==> config.mk <==
export PLATFORM = sky130hd
export DESIGN_NAME = piso_frame_serializer_flat
export DESIGN_NICKNAME = d
export VERILOG_FILES = /design/src/rtl/piso_frame_serializer_pkg.sv /design/src/rtl/piso_frame_serializer_if.sv /design/src/rtl/piso_frame_serializer_shift_core.sv /design/src/rtl/piso_frame_serializer.sv /design/src/flat_wrapper.sv
export SDC_FILE = /design/constraint.sdc
export NUM_CORES = 1
export LEC_CHECK = 0
export ABC_AREA = 1
export CORE_ASPECT_RATIO = 0.75
export CORE_MARGIN = 2
export CORE_UTILIZATION = 40
export DETAILED_ROUTE_END_ITERATION = 8
export SETUP_SLACK_MARGIN = 0.02
export SLEW_MARGIN = 20
export SYNTH_ARGS = -nofsm -noshare
export SYNTH_HDL_FRONTEND = slang
export SYNTH_HIERARCHICAL = 1
export SYNTH_SLANG_ARGS = --single-unit
==> constraint.sdc <==
create_clock -name clk -period 1.7 [get_ports clk]
set_input_delay 0.17 -clock clk [delete_from_list [all_inputs] [get_ports clk]]
set_output_delay 0.17 -clock clk [all_outputs]
set_load 0.005 [all_outputs]
==> src/rtl/piso_frame_serializer_pkg.sv <==
// rtl/piso_frame_serializer_pkg.sv - shared types, direction constants and width helper for the frame serializer
package piso_pkg;

    typedef enum logic {
        IDLE  = 1'b0,
        SHIFT = 1'b1
    } state_t;

    localparam bit DIR_MSB_FIRST = 1'b1;
    localparam bit DIR_LSB_FIRST = 1'b0;

    // Bits needed to index 0..value-1; never less than one so a counter always exists.
    function automatic int clog2(input int value);
        int result;
        result = 1;
        for (int i = 1; i < 31; i++) begin
            if ((1 << i) < value) begin
                result = i + 1;
            end
        end
        return result;
    endfunction

endpackage

==> src/rtl/piso_frame_serializer_if.sv <==
// rtl/piso_frame_serializer_if.sv - parallel input and serial output handshake bundle
interface piso_frame_serializer_if #(
    parameter int WIDTH = 4
);

    logic [WIDTH-1:0] in_data;
    logic             in_valid;
    logic             in_ready;
    logic             ser_ready;
    logic             ser_out;
    logic             ser_valid;
    logic             ser_first;
    logic             ser_last;

    modport master (
        output in_data,
        output in_valid,
        output ser_ready,
        input  in_ready,
        input  ser_out,
        input  ser_valid,
        input  ser_first,
        input  ser_last
    );

    modport slave (
        input  in_data,
        input  in_valid,
        input  ser_ready,
        output in_ready,
        output ser_out,
        output ser_valid,
        output ser_first,
        output ser_last
    );

endinterface

==> src/rtl/piso_frame_serializer_shift_core.sv <==
// rtl/piso_frame_serializer_shift_core.sv - shift register with bit counter and registered frame flags
module piso_shift_core
    import piso_pkg::*;
#(
    parameter int WIDTH     = 4,
    parameter bit MSB_FIRST = DIR_MSB_FIRST
) (
    input  logic             clk,
    input  logic             reset,
    input  logic             clear,
    input  logic             load,
    input  logic             shift,
    input  logic [WIDTH-1:0] load_data,
    output logic             bit_out,
    output logic             first,
    output logic             last
);

    localparam int CW = clog2(WIDTH);

    logic [WIDTH-1:0] shifter;
    logic [WIDTH-1:0] shifted;
    logic [CW-1:0]    bit_cnt;

    // The output end is a flop bit, so bit_out needs no extra register stage.
    generate
        if (MSB_FIRST == DIR_LSB_FIRST) begin : g_lsb
            assign shifted = {1'b0, shifter[WIDTH-1:1]};
            assign bit_out = shifter[0];
        end else begin : g_msb
            assign shifted = {shifter[WIDTH-2:0], 1'b0};
            assign bit_out = shifter[WIDTH-1];
        end
    endgenerate

    // Load wins over shift: a frame boundary reload replaces the last-bit shift.
    // first/last are registered one step ahead from bit_cnt so they flip with the bit they tag.
    always_ff @(posedge clk) begin
        if (reset || clear) begin
            shifter <= '0;
            bit_cnt <= '0;
            first   <= 1'b0;
            last    <= 1'b0;
        end else if (load) begin
            shifter <= load_data;
            bit_cnt <= '0;
            first   <= 1'b1;
            last    <= 1'b0;
        end else if (shift) begin
            shifter <= shifted;
            bit_cnt <= bit_cnt + 1'b1;
            first   <= 1'b0;
            last    <= (bit_cnt == CW'(WIDTH - 2));
        end
    end

endmodule

==> src/rtl/piso_frame_serializer.sv <==
// rtl/piso_frame_serializer.sv - parallel word to framed serial stream with one-word hold buffer
module piso_frame_serializer
    import piso_pkg::*;
#(
    parameter int WIDTH     = 4,
    parameter bit MSB_FIRST = DIR_MSB_FIRST,
    parameter int CNT_W     = 8
) (
    input  logic                   clk,
    input  logic                   reset,
    piso_frame_serializer_if.slave bus,
    output logic                   busy,
    output logic [CNT_W-1:0]       words_sent
);

    state_t           state;
    logic             ser_valid_q;
    logic             hold_valid;
    logic [WIDTH-1:0] hold_data;

    logic             accept;
    logic             consume;
    logic             frame_end;
    logic             core_last;
    logic             core_load;
    logic             core_shift;
    logic             core_clear;
    logic [WIDTH-1:0] core_data;

    assign bus.in_ready  = !hold_valid;
    assign bus.ser_valid = ser_valid_q;
    assign bus.ser_last  = core_last;

    assign accept    = bus.in_valid && !hold_valid;
    assign consume   = ser_valid_q && bus.ser_ready;
    assign frame_end = consume && core_last;

    // Shifter control: at a frame end the held word has priority, then a same-cycle
    // accept bypasses straight in, otherwise the shifter is cleared and the line idles.
    always_comb begin
        core_load  = 1'b0;
        core_clear = 1'b0;
        core_shift = consume;
        core_data  = bus.in_data;
        if (state == IDLE) begin
            core_load = accept;
        end else if (frame_end) begin
            if (hold_valid) begin
                core_load = 1'b1;
                core_data = hold_data;
            end else if (accept) begin
                core_load = 1'b1;
            end else begin
                core_clear = 1'b1;
            end
        end
    end

    piso_shift_core #(
        .WIDTH     (WIDTH),
        .MSB_FIRST (MSB_FIRST)
    ) u_core (
        .clk       (clk),
        .reset     (reset),
        .clear     (core_clear),
        .load      (core_load),
        .shift     (core_shift),
        .load_data (core_data),
        .bit_out   (bus.ser_out),
        .first     (bus.ser_first),
        .last      (core_last)
    );

    // Frame FSM, hold buffer and frame counter; busy and ser_valid are registered alongside state.
    always_ff @(posedge clk) begin
        if (reset) begin
            state       <= IDLE;
            ser_valid_q <= 1'b0;
            hold_valid  <= 1'b0;
            hold_data   <= '0;
            busy        <= 1'b0;
            words_sent  <= '0;
        end else begin
            case (state)
                IDLE: begin
                    if (accept) begin
                        state       <= SHIFT;
                        ser_valid_q <= 1'b1;
                        busy        <= 1'b1;
                    end
                end
                SHIFT: begin
                    if (frame_end) begin
                        words_sent <= words_sent + 1'b1;
                        if (hold_valid) begin
                            hold_valid <= 1'b0;
                        end else if (!accept) begin
                            state       <= IDLE;
                            ser_valid_q <= 1'b0;
                            busy        <= 1'b0;
                        end
                    end else if (accept) begin
                        hold_valid <= 1'b1;
                        hold_data  <= bus.in_data;
                    end
                end
                default: begin
                    state <= IDLE;
                end
            endcase
        end
    end

endmodule

==> src/flat_wrapper.sv <==
// flat-port wrapper written by rule: the top's interface ports become plain ports
module piso_frame_serializer_flat import piso_pkg::*;
#(
    parameter int WIDTH     = 4,
    parameter bit MSB_FIRST = DIR_MSB_FIRST,
    parameter int CNT_W     = 8
)
  (clk, reset, busy, words_sent, bus_in_data, bus_in_valid, bus_ser_ready, bus_in_ready, bus_ser_out, bus_ser_valid, bus_ser_first, bus_ser_last);
  piso_frame_serializer_if #(.WIDTH(WIDTH)) bus_i ();
  input  logic clk;
  input  logic reset;
  output logic busy;
  output logic [CNT_W-1:0] words_sent;
  input wire logic [$bits(bus_i.in_data)-1:0] bus_in_data;
  input wire logic [$bits(bus_i.in_valid)-1:0] bus_in_valid;
  input wire logic [$bits(bus_i.ser_ready)-1:0] bus_ser_ready;
  output wire logic [$bits(bus_i.in_ready)-1:0] bus_in_ready;
  output wire logic [$bits(bus_i.ser_out)-1:0] bus_ser_out;
  output wire logic [$bits(bus_i.ser_valid)-1:0] bus_ser_valid;
  output wire logic [$bits(bus_i.ser_first)-1:0] bus_ser_first;
  output wire logic [$bits(bus_i.ser_last)-1:0] bus_ser_last;
  assign bus_i.in_data = bus_in_data;
  assign bus_i.in_valid = bus_in_valid;
  assign bus_i.ser_ready = bus_ser_ready;
  assign bus_in_ready = bus_i.in_ready;
  assign bus_ser_out = bus_i.ser_out;
  assign bus_ser_valid = bus_i.ser_valid;
  assign bus_ser_first = bus_i.ser_first;
  assign bus_ser_last = bus_i.ser_last;
  piso_frame_serializer #(.WIDTH(WIDTH), .MSB_FIRST(MSB_FIRST), .CNT_W(CNT_W)) u_core (.clk(clk), .reset(reset), .bus(bus_i), .busy(busy), .words_sent(words_sent));
endmodule
==> key figures <==
Status
  – Status: finished, final reports clean

Critical path
  – Crit path arrival time: 1550 ps
  – Critical path fanouts, max: 8
  – Setup crit end kind: flip-flop
  – WP data required: ~1900 ps
  – Flop-to-flop setup slack: 320 ps
  – Kind of critical path: reg -> reg
  – Startpoint types: flip-flop

Floorplan
  – Die Y: 49.64 µm
  – Core footprint: 2623 µm²
  – Row count: 16
  – Initial Util: 0.4237
  – Die area: 3219 µm²
  – Die W: around 65 µm
  – # IOs: 22

Power and ir drop
  – P_int: 785.1 µW
  – Pleak: 0.6215 nW
  – Pwr dens: between 700 and 800 nW/µm²
  – Sw frac: 0.2449
  – Sw Pwr: 254.7 µW
  – Part of the power in registers: 0.552
  – Comb pwr share: 0.125
  – Clk pwr share: 0.322
  – Peak supply drop: 0.5188 mV

Global routing
  – Global-route wire length before repair: about 3.8 mm
  – Initial antenna violation count: 0
  – Gr ovfl total: 0
  – Largest net degree at the start of global routing: 14
  – Vias in the first global route: 904
  – GRT Total Usage: 0.1521

Place
  – IO buf count: 21
  – Final GP Congestion: 0.8691
  – Placed cell count: between 200 and 250
  – DP Area: 1369 µm²
  – Post-Place Setup Slack: 40.84 ps
  – Dpl hpwl: 1.722 mm

Clocking
  – H-tree depth: 1
  – Num CTS Buffers: 3
  – CTS clock-pin slew for the worst setup and hold paths: 80 ps
  – Cts hold-fix bufs: 0
  – CTS sink count: 23
  – CTS max path bufs: 2
  – CTS tree: done
  – Post-cts resize count: 0
  – Post-CTS setup buffer count: 0
  – Worst-skew pair later-pin latency: 260 ps
  – Root buffer cell: clkbuf_8

Timing
  – Max-slew violations: 0
  – FMAX: around 0.72 GHz
  – Fin. Hold Viols: 0
  – RSZ-0062 raised after global routing: false
  – Slew @ Worst Pin: 385.6 ps
  – Setup Skew: 6.987 ps
  – Setup ws final: 315.5 ps
  – Setup total negative slack: 0 ps
  – Final Cycle Share: 0.8144
  – Minimum clock period: approximately 1400 ps
  – Slew margin rel.: 0.7426
  – Setup violators final: 0

Yosys
  – Area contributors post-synth: dfxtp_1, nand2_1, nor2_1
  – Netlist area before placement: 1111 µm²
  – Synth top area share: 0.4144
  – Syn_nets: 175
  – Avg Inst Size Synth: 6.734 µm²
  – Netlist cell types: 19
  – Yosys top cell by area: dfxtp_1
  – Warnings from Yosys: 6
  – Yosys reg bits: 23
  – Seq/Total Area, Yosys: 0.4144
  – Post-Synthesis Cells: ~170

Layout
  – Nets: ~200
  – Layout cells sized above 1: 0.07853
  – Final non-filler cell area: 1415 µm²
  – Footprint of the multi-input gates: 533.0 µm²
  – Cell Count, Final, Fillers Out: 227
  – Fillers: 268
  – Number of diodes: 0
  – FF/Latch Area: 460.4 µm²
  – P&R area growth vs syn: 27.37%

Routing
  – Post-DRT Antenna Nets: 0
  – DRC errors left: 0
  – Final wirelength: 2.189 mm
  – Routed len/inst: 9.643 µm
  – DR pass1 iterations: 4
  – Vias/cell: between 4 and 5
  – Iter 0 DRT Violations: between 40 and 50
  – Total vias in the final route: 1,039

Min path
  – Worst Hold Class: reg -> reg

Job
  – Maxcap violations: 0
[cell type report]
class | instances | area share
flip-flops and latches | 23 | 0.3254
clock inverters | 1 | 0.003537
multi-input cells | 116 | 0.3767
well taps | 36 | 0.03183
clock buffers | 3 | 0.02918
inverters | 22 | 0.05836
repair buffers | 26 | 0.1751
[power by group through the flow]
stage / combinational (mW) / sequential, mW / clock (mW)
global placement: 0.128 / 0.587 / 0
detailed placement: 0.130 / 0.587 / 0
floorplan: 0.0783 / 0.585 / 0
global route: 0.148 / 0.577 / 0.375
finish: 0.130 / 0.574 / 0.335
CTS: 0.130 / 0.574 / 0.351
[critical path: stages, from the launching register on]
cell	delay (ps)
dfxtp_1	420
nand3_2	140
nor2_4	190
nand2_1	70
nand2_1	120
inv_1	100
nand3_1	80
nand3_1	70
nand2_1	70
inv_1	40
[kinds of logic (layout without fill, tap and decap cells)]
group                      count (synthesis)  after routing  synth area share
AOI/OAI and AO/OA                         18             18           0.08672
DFF                                       23             23            0.4144
buffers and inverters                     26             52            0.1059
adders and majority gates                  2              2           0.02252
and+or+nand+nor                           96             96            0.3705
[state kept, by name (all words and copies together), names as in the netlist]
| register | count |
|---|---|
| u_core/bus.ser_valid | 1 |
| u_core/hold_data | 4 |
| u_core/hold_valid | 1 |
| u_core/state | 1 |
| u_core/u_core/bit_cnt | 2 |
| u_core/u_core/first | 1 |
| u_core/u_core/last | 1 |
| u_core/u_core/shifter | 4 |
| u_core/words_sent | 8 |
[metrics by stage]
step	total power, mW	hold WS [ps]	util
after floorplan	0.6629	239.1	-
after global placement	0.7147	448.8	0.5219
after detailed placement	0.7168	457.1	0.5219
after CTS	1.056	470.1	0.5396
after global routing	1.099	490.8	0.5396
final	1.040	468.2	0.5396
[cell usage in the layout, fill, tap and decap left out, drive strengths merged]
master         Yosys  layout
clkbuf             0       3
or2                1       1
nor3               2       2
clkinv             0       1
nand4              2       2
o21ai              8       8
clkdlybuf4s50      0      21
ha                 2       2
nand2             46      46
nor2              28      28
a21oi              9       9
buf                4       5
a21boi             1       1
inv               22      22
dfxtp             23      23
nand3             17      17
[synth_stat cells]
cell type	number
nand2_1	46
nor2_1	26
dfxtp_1	23
inv_1	20
nand3_1	16
a21oi_1	8
o21ai_0	8
buf_6	2
ha_1	2
inv_2	2
nand4_1	2
nor2_4	2
nor3_1	2
a21boi_0	1
a21oi_2	1
buf_2	1
buf_4	1
nand3_2	1
or2_0	1
[per-layer routing]
| metal | GRT usage | wire length [µm] | vias up |
|---|---|---|---|
| li1 | - | - | 567 |
| met1 | 0.2093 | 1185 | 441 |
| met2 | 0.2337 | 862 | 27 |
| met3 | 0.04795 | 125 | 4 |
| met4 | 0.03191 | 15 | 0 |
| met5 | 0 | 0 | - |
[worst paths after layout]
| path | start | end | cells past startpoint |
|---|---|---|---|
| worst min register to register | u_core/u_core/bit_cnt[0]$_SDFFE_PP0P_ | u_core/u_core/bit_cnt[0]$_SDFFE_PP0P_ | 2 |
| worst min-delay path | u_core/u_core/bit_cnt[0]$_SDFFE_PP0P_ | u_core/u_core/bit_cnt[0]$_SDFFE_PP0P_ | 2 |
| worst max register to register | u_core/bus.ser_valid$_SDFFE_PP0P_ | u_core/u_core/shifter[3]$_SDFFE_PP0P_ | 9 |
| worst max-delay path | u_core/bus.ser_valid$_SDFFE_PP0P_ | u_core/u_core/shifter[3]$_SDFFE_PP0P_ | 9 |
Note: power is estimated with default switching activity, not from simulation.
